==> src/rtl/alu_secuencial_if.sv <==
`default_nettype none
// ============================================================================
// Module      : alu_secuencial_if
// Description : Operand/control and result/status bundle between the load
//               register, the sequential ALU and the display stage.
// Revision    : 1.0 - initial release
// ============================================================================
interface alu_secuencial_if #(
    parameter int N = 4
);
    logic [N-1:0]   Z_m;
    logic [N-1:0]   Y_m;
    logic [1:0]     mode_m;
    logic [1:0]     btn_change_m;
    logic [2*N-1:0] res;
    logic           busy;
    logic           done;
    logic           carry;
    logic           zero;
    logic           div0;

    modport master (
        output Z_m,
        output Y_m,
        output mode_m,
        output btn_change_m,
        input  res,
        input  busy,
        input  done,
        input  carry,
        input  zero,
        input  div0
    );

    modport slave (
        input  Z_m,
        input  Y_m,
        input  mode_m,
        input  btn_change_m,
        output res,
        output busy,
        output done,
        output carry,
        output zero,
        output div0
    );
endinterface
`default_nettype wire

==> src/rtl/alu_secuencial.sv <==
`default_nettype none
// ============================================================================
// Module      : alu_secuencial
// Description : Sequential ALU: single-cycle add/sub, N-cycle shift-add
//               multiply and restoring divide. Status flags built only when
//               ALU_FLAGS_EN is defined; otherwise tied to zero.
// Revision    : 1.0 - initial release
// ============================================================================
module alu_secuencial #(
    parameter int N = 4
) (
    input  wire logic       clk,
    input  wire logic       rst,
    alu_secuencial_if.slave bus
);

    localparam logic [1:0] c_IDLE = 2'd0;
    localparam logic [1:0] c_EXEC = 2'd1;
    localparam logic [1:0] c_DONE = 2'd2;

    localparam logic [1:0] c_OP_ADD = 2'b00;
    localparam logic [1:0] c_OP_SUB = 2'b01;
    localparam logic [1:0] c_OP_MUL = 2'b10;
    localparam logic [1:0] c_OP_DIV = 2'b11;

    localparam int c_STEP_W = (N > 1) ? $clog2(N) : 1;

    logic [1:0]          r_state;
    logic                r_start_prev;
    logic [N-1:0]        r_a;
    logic [N-1:0]        r_b;
    logic [1:0]          r_mode;
    logic [c_STEP_W-1:0] r_step;
    logic [2*N-1:0]      r_acc;
    logic [2*N-1:0]      r_a_sh;
    logic [N-1:0]        r_b_sh;
    logic [2*N-1:0]      r_res;

    logic                w_start_edge;
    logic                w_clear;
    logic                w_last;
    logic                w_b_zero;
    logic [N:0]          w_add_sum;
    logic [N-1:0]        w_sub_low;
    logic [2*N-1:0]      w_mul_acc;
    logic [N:0]          w_div_sh;
    logic                w_div_ge;
    logic [N-1:0]        w_div_rem;
    logic [2*N-1:0]      w_div_next;
    logic [2*N-1:0]      w_exec_res;
    logic                w_exec_fin;

    assign w_start_edge = bus.btn_change_m[0] & ~r_start_prev;
    assign w_clear      = bus.btn_change_m[1];
    assign w_last       = (r_step == c_STEP_W'(N - 1));
    assign w_b_zero     = (r_b == '0);

    assign w_add_sum = {1'b0, r_a} + {1'b0, r_b};
    assign w_sub_low = r_a - r_b;

    // Shift-add: r_a_sh holds the multiplicand already aligned to the current bit.
    assign w_mul_acc = r_acc + (r_b_sh[0] ? r_a_sh : '0);

    // Restoring divide: r_acc = {remainder, dividend/quotient}; shift one bit
    // of the dividend into the remainder and try subtracting the divisor.
    assign w_div_sh   = r_acc[2*N-1:N-1];
    assign w_div_ge   = (w_div_sh >= {1'b0, r_b});
    assign w_div_rem  = w_div_ge ? (w_div_sh[N-1:0] - r_b) : w_div_sh[N-1:0];
    assign w_div_next = {w_div_rem, r_acc[N-2:0], w_div_ge};

    always_comb begin
        w_exec_res = '0;
        w_exec_fin = 1'b0;
        case (r_mode)
            c_OP_ADD: begin
                w_exec_res = {{(N-1){1'b0}}, w_add_sum};
                w_exec_fin = 1'b1;
            end
            c_OP_SUB: begin
                w_exec_res = {{N{1'b0}}, w_sub_low};
                w_exec_fin = 1'b1;
            end
            c_OP_MUL: begin
                w_exec_res = w_mul_acc;
                w_exec_fin = w_last;
            end
            default: begin
                if (w_b_zero) begin
                    w_exec_res = '1;
                    w_exec_fin = 1'b1;
                end else begin
                    w_exec_res = w_div_next;
                    w_exec_fin = w_last;
                end
            end
        endcase
    end

    always_ff @(posedge clk or negedge rst) begin
        if (!rst) begin
            r_state      <= c_IDLE;
            r_start_prev <= 1'b0;
            r_a          <= '0;
            r_b          <= '0;
            r_mode       <= c_OP_ADD;
            r_step       <= '0;
            r_acc        <= '0;
            r_a_sh       <= '0;
            r_b_sh       <= '0;
            r_res        <= '0;
        end else begin
            r_start_prev <= bus.btn_change_m[0];
            case (r_state)
                c_IDLE: begin
                    if (w_start_edge) begin
                        r_a     <= bus.Z_m;
                        r_b     <= bus.Y_m;
                        r_mode  <= bus.mode_m;
                        r_step  <= '0;
                        r_acc   <= (bus.mode_m == c_OP_DIV) ? {{N{1'b0}}, bus.Z_m} : '0;
                        r_a_sh  <= {{N{1'b0}}, bus.Z_m};
                        r_b_sh  <= bus.Y_m;
                        r_state <= c_EXEC;
                    end else if (w_clear) begin
                        r_res <= '0;
                    end
                end
                c_EXEC: begin
                    if (w_exec_fin) begin
                        r_res   <= w_exec_res;
                        r_state <= c_DONE;
                    end else begin
                        r_step <= r_step + 1'b1;
                        r_acc  <= (r_mode == c_OP_MUL) ? w_mul_acc : w_div_next;
                        r_a_sh <= {r_a_sh[2*N-2:0], 1'b0};
                        r_b_sh <= {1'b0, r_b_sh[N-1:1]};
                    end
                end
                c_DONE: begin
                    // A start edge here is deliberately dropped.
                    if (w_clear) begin
                        r_res <= '0;
                    end
                    r_state <= c_IDLE;
                end
                default: begin
                    r_state <= c_IDLE;
                end
            endcase
        end
    end

`ifdef ALU_FLAGS_EN
    logic r_carry;
    logic r_zero;
    logic r_div0;
    logic w_exec_carry;
    logic w_exec_div0;

    always_comb begin
        w_exec_carry = 1'b0;
        w_exec_div0  = 1'b0;
        case (r_mode)
            c_OP_ADD: w_exec_carry = w_add_sum[N];
            c_OP_SUB: w_exec_carry = (r_a < r_b);
            c_OP_DIV: w_exec_div0  = w_b_zero;
            default:  w_exec_carry = 1'b0;
        endcase
    end

    always_ff @(posedge clk or negedge rst) begin
        if (!rst) begin
            r_carry <= 1'b0;
            r_zero  <= 1'b0;
            r_div0  <= 1'b0;
        end else begin
            if (((r_state == c_IDLE) && !w_start_edge && w_clear) ||
                ((r_state == c_DONE) && w_clear)) begin
                r_carry <= 1'b0;
                r_zero  <= 1'b0;
                r_div0  <= 1'b0;
            end else if ((r_state == c_EXEC) && w_exec_fin) begin
                r_carry <= w_exec_carry;
                r_zero  <= (w_exec_res == '0);
                r_div0  <= w_exec_div0;
            end
        end
    end

    assign bus.carry = r_carry;
    assign bus.zero  = r_zero;
    assign bus.div0  = r_div0;
`else
    assign bus.carry = 1'b0;
    assign bus.zero  = 1'b0;
    assign bus.div0  = 1'b0;
`endif

    assign bus.res  = r_res;
    assign bus.busy = (r_state == c_EXEC);
    assign bus.done = (r_state == c_DONE);

endmodule
`default_nettype wire

==> src/flat_wrapper.sv <==
// flat-port wrapper written by rule: the top's interface ports become plain ports
module alu_secuencial_flat 
#(
    parameter int N = 4
)
  (clk, rst, bus_Z_m, bus_Y_m, bus_mode_m, bus_btn_change_m, bus_res, bus_busy, bus_done, bus_carry, bus_zero, bus_div0);
  alu_secuencial_if #(.N(N)) bus_i ();
  input  wire logic clk;
  input  wire logic rst;
  input wire logic [$bits(bus_i.Z_m)-1:0] bus_Z_m;
  input wire logic [$bits(bus_i.Y_m)-1:0] bus_Y_m;
  input wire logic [$bits(bus_i.mode_m)-1:0] bus_mode_m;
  input wire logic [$bits(bus_i.btn_change_m)-1:0] bus_btn_change_m;
  output wire logic [$bits(bus_i.res)-1:0] bus_res;
  output wire logic [$bits(bus_i.busy)-1:0] bus_busy;
  output wire logic [$bits(bus_i.done)-1:0] bus_done;
  output wire logic [$bits(bus_i.carry)-1:0] bus_carry;
  output wire logic [$bits(bus_i.zero)-1:0] bus_zero;
  output wire logic [$bits(bus_i.div0)-1:0] bus_div0;
  assign bus_i.Z_m = bus_Z_m;
  assign bus_i.Y_m = bus_Y_m;
  assign bus_i.mode_m = bus_mode_m;
  assign bus_i.btn_change_m = bus_btn_change_m;
  assign bus_res = bus_i.res;
  assign bus_busy = bus_i.busy;
  assign bus_done = bus_i.done;
  assign bus_carry = bus_i.carry;
  assign bus_zero = bus_i.zero;
  assign bus_div0 = bus_i.div0;
  alu_secuencial #(.N(N)) u_core (.clk(clk), .rst(rst), .bus(bus_i));
endmodule
==> config.mk <==
export PLATFORM = sky130hd
export DESIGN_NAME = alu_secuencial_flat
export DESIGN_NICKNAME = d
export VERILOG_FILES = /design/src/rtl/alu_secuencial_if.sv /design/src/rtl/alu_secuencial.sv /design/src/flat_wrapper.sv
export SDC_FILE = /design/constraint.sdc
export NUM_CORES = 1
export LEC_CHECK = 0
export ABC_AREA = 1
export CORE_MARGIN = 8
export CORE_UTILIZATION = 50
export DETAILED_ROUTE_END_ITERATION = 12
export PLACE_DENSITY = 0.71
export SLEW_MARGIN = 5
export SYNTH_ARGS = -nofsm -noshare
export SYNTH_HDL_FRONTEND = slang
export SYNTH_SLANG_ARGS = --single-unit
==> constraint.sdc <==
create_clock -name clk -period 4.1 [get_ports clk]
set_clock_uncertainty 0.05 [all_clocks]
set_input_delay 0.82 -clock clk [delete_from_list [all_inputs] [get_ports clk]]
set_output_delay 0.82 -clock clk [all_outputs]
set_load 0.005 [all_outputs]
==> results <==
- The run finished with clean final reports.
- The antenna diode instance count is 0.
- The final critical path takes up 58.3% of the cycle.
- The placeable core area is 5540 µm².
- The overall die area is 8450 µm².
- The clock net in this run drives a total of 43 sinks.
- In this run the cell area of the synthesized design comes to 2880 µm².
- Setup violations remaining at the end of the flow were counted as 0.
- The row count is 27.
- The congestion estimate from routability-driven global placement came to 0.962.
- The number of buffers inserted to repair setup after CTS is 0.
- The count of placed standard cells including taps is 475.
- In this run, post-CTS hold repair placed 0 buffers.
- The ratio of routed vias to standard cells is 5.32.
- In this run the static leakage power is 0.00175 µW.
- The leading register cell type out of synthesis is dfrtp_1.
- Summed over all nets, the half-perimeter wirelength after detailed placement is 5.82 mm.
- After the first detailed-routing iteration, the DRC count stood at 190.
- The maximum clock path buffer count is 2.
- STA classifies the critical path startpoint as a register.
- Clock-pin slew was measured on the worst setup and hold paths at 0.09 ns.
- The via count of the first global-routing pass came to 2582.
- TritonCTS built the clock tree.
- The cell count after synthesis came out at 386.
- The number of buffers added by the clock tree synthesis step is 5.
- The I/O pin count is 27.
- The synthesis warning total is 0.
- After synthesis the netlist holds a flip-flop and latch count of 43.
- Leaving out filler cells and counting taps, the final layout contains 483.
- The data required time at the worst endpoint is 3.23 ns.
- The die boundary height is 91.9 µm.
- A synthesized cell averages 7.47 µm².
- Across the run, the number of max-cap violations was 0.
- Once the floorplan was initialized, standard cells occupied 52.0% of the core.
- For this run, design rule violations remaining after detail routing come to 0.
- Global routing finished with a remaining overflow of 0.
- The first TritonRoute pass finished after 4 iterations.
- The count of fill cells added during filler insertion is 554.
- The leading cell type in the layout, fill and taps excluded is nand2_1.
- Measured on the finished design, the core utilization comes to 58.4%.
- The count of distinct cell types in the synthesized netlist is 36.
- The fraction of synthesis flops using an asynchronous set or reset pin is 100%.
- In the layout the commonest cells are nand2_1 (136), inv_1 (50), dfrtp_1 (43).
- STA classifies the critical path endpoint as an output port.
- The area taken by flip-flops and latches is 1080 µm².
- The root buffer selected by CTS is clkbuf_8.
- The largest net degree at the start of global routing is 44.
- The cell area power density is 778 nW/µm².
- The overall global routing resource usage is 18.3%.
- The fraction of final layout cells sized beyond drive strength 1 is 6.57%.
- The count of flip-flops with a built-in enable after synthesis is 0.
- The first global-routing pass estimated 12.6 mm of wire.
- The total count of max-transition violations in the final report was 0.
- The area growth from synthesis to final layout is 12.2%.
- The count of nets left with antenna violations once routing finished came out at 0.
- The start-to-end type of the worst setup path is reg2out.
- The peak fanout along the critical path is 10.
- The number of antenna violations at the first check in global routing came to 0.
- The data arrival time of the worst path is 1.52 ns.
- Buffers placed on the I/O ports in this run total 23.
- The number of nets at the end of the flow is 447.
- The total detailed-routing wirelength is 7.34 mm.
- For this run, the top clock speed supported by timing is 418 MHz.
- Setup repair after global routing left no endpoint under its margin.
- Once the clock tree was built, the resizer swapped 0 gates to a different size.
- At the pin with the least slew margin, the transition time is 0.955 ns.
- The minimum clock period after layout is 2.39 ns.
- The multi-input combinational cell area is 1540 µm².
- The routed length per placed instance is 15.2 µm.
- The worst-case IR drop observed on VDD is 0.436 mV.
- The die outline width is 91.9 µm.
- Summing over every cut layer, the via total after detailed routing is 2568.
- For the worst-skew pair, the clock arrives at the later sink with an insertion delay of 0.30 ns.
- The number of failing hold endpoints at the final stage is 0.
- Measured against its own limit, the worst slew margin works out to 36.3%.
- The path category of the worst min-delay check is reg2reg.
- The maximum level of the CTS H-tree is 2.
- Setup total negative slack on the finished layout was measured at 0 ns.
- The sequential cell area fraction in the yosys report is 37.3%.
flip-flops by register name, indices dropped and copies added (netlist names):
| name | count |
|---|---|
| u_core.bus.res | 8 |
| u_core.r_b_sh | 4 |
| u_core.r_start_prev | 1 |
| u_core.r_a_sh | 8 |
| u_core.r_state | 2 |
| u_core.r_b | 4 |
| u_core.r_a | 4 |
| u_core.r_mode | 2 |
| u_core.r_step | 2 |
| u_core.r_acc | 8 |
synthesized netlist by cell type (all sizes together), types with 2 or more instances:
| master | n | area, µm² |
|---|---|---|
| or2 | 4 | 25.0 |
| o221ai | 3 | 26.3 |
| ha | 19 | 238 |
| nand2 | 138 | 528 |
| a31oi | 2 | 12.5 |
| nand4 | 7 | 50.1 |
| o211ai | 4 | 30.0 |
| xor2 | 3 | 26.3 |
| nor2 | 20 | 104 |
| nand3 | 35 | 193 |
| o21ai | 21 | 105 |
| buf | 8 | 62.6 |
| inv | 56 | 210 |
| o21bai | 2 | 15.0 |
| a21oi | 8 | 40.0 |
| fa | 4 | 80.1 |
| o22ai | 4 | 25.0 |
| dfrtp | 43 | 1080 |
routing by layer:
metal | part of all wire [%] | wire length, µm | GRT usage (%) | vias up
li1 | - | - | - | 1283
met1 | 46 | 3360 | 24.1 | 1207
met2 | 47 | 3420 | 29.5 | 64
met3 | 4.8 | 352 | 3.34 | 14
met4 | 2.7 | 196 | 6.44 | 0
met5 | 0 | 0 | 0 | -
power by group:
group	switching (µW)	total, µW	internal, µW
Sequential	167	757	589
Combinational	929	1480	546
Clock	164	286	122
final timing paths:
| kind | start | cells past startpoint | endpoint | slack [ns] |
|---|---|---|---|---|
| worst max-delay path | u_core.r_state[1]$_DFFE_PN0P_ | 2 | bus_busy | 1.71 |
| worst min-delay path | u_core.r_step[0]$_DFFE_PN0P_ | 1 | u_core.r_step[0]$_DFFE_PN0P_ | 0.44 |
| worst max register to register | u_core.r_b_sh[0]$_DFFE_PN0P_ | 10 | u_core.bus.res[3]$_DFFE_PN0P_ | 1.81 |
| worst min register to register | u_core.r_step[0]$_DFFE_PN0P_ | 1 | u_core.r_step[0]$_DFFE_PN0P_ | 0.44 |
| max in group asynchronous | rst | 1 | u_core.r_b_sh[3]$_DFFE_PN0P_ | 2.80 |
| min in group asynchronous | rst | 1 | u_core.r_acc[5]$_DFFE_PN0P_ | 0.61 |
worst max-delay path, cell delays in order, from the launching register on:
cell	delay [ns]
dfrtp_1	0.46
nor2_8	0.22
clkdlybuf4s50_1	0.54
cell families after synthesis:
family,synth area share (%)
simple gates,31.5
buf+inv,9.46
compound gates,9.38
flops,37.3
fa+ha+maj,11.0
xor+xnor,1.22
other cells,0.130
through the flow:
step / hold slack [ns] / setup WS, ns / cell area (µm²) / total power [µW]
3_3_place_gp: 0.420 / 1.78 / 3140 / 2200
5_1_grt: 0.472 / 1.65 / 3240 / 2790
3_5_place_dp: 0.423 / 1.69 / 3140 / 2230
2_1_floorplan: 0.403 / 2.27 / 2890 / 1800
6_report: 0.439 / 1.71 / 3240 / 2520
4_1_cts: 0.443 / 1.70 / 3240 / 2510
area by class of cell:
| class | count | share of cell area [%] |
|---|---|---|
| multi-input combinational | 281 | 47.6 |
| sequential | 43 | 33.3 |
| timing repair buffer | 23 | 6.96 |
| inverter | 56 | 6.50 |
| tap | 72 | 2.78 |
| clock buffer | 5 | 2.13 |
| clock inverter | 3 | 0.735 |
(Power assumes the default switching activity.)
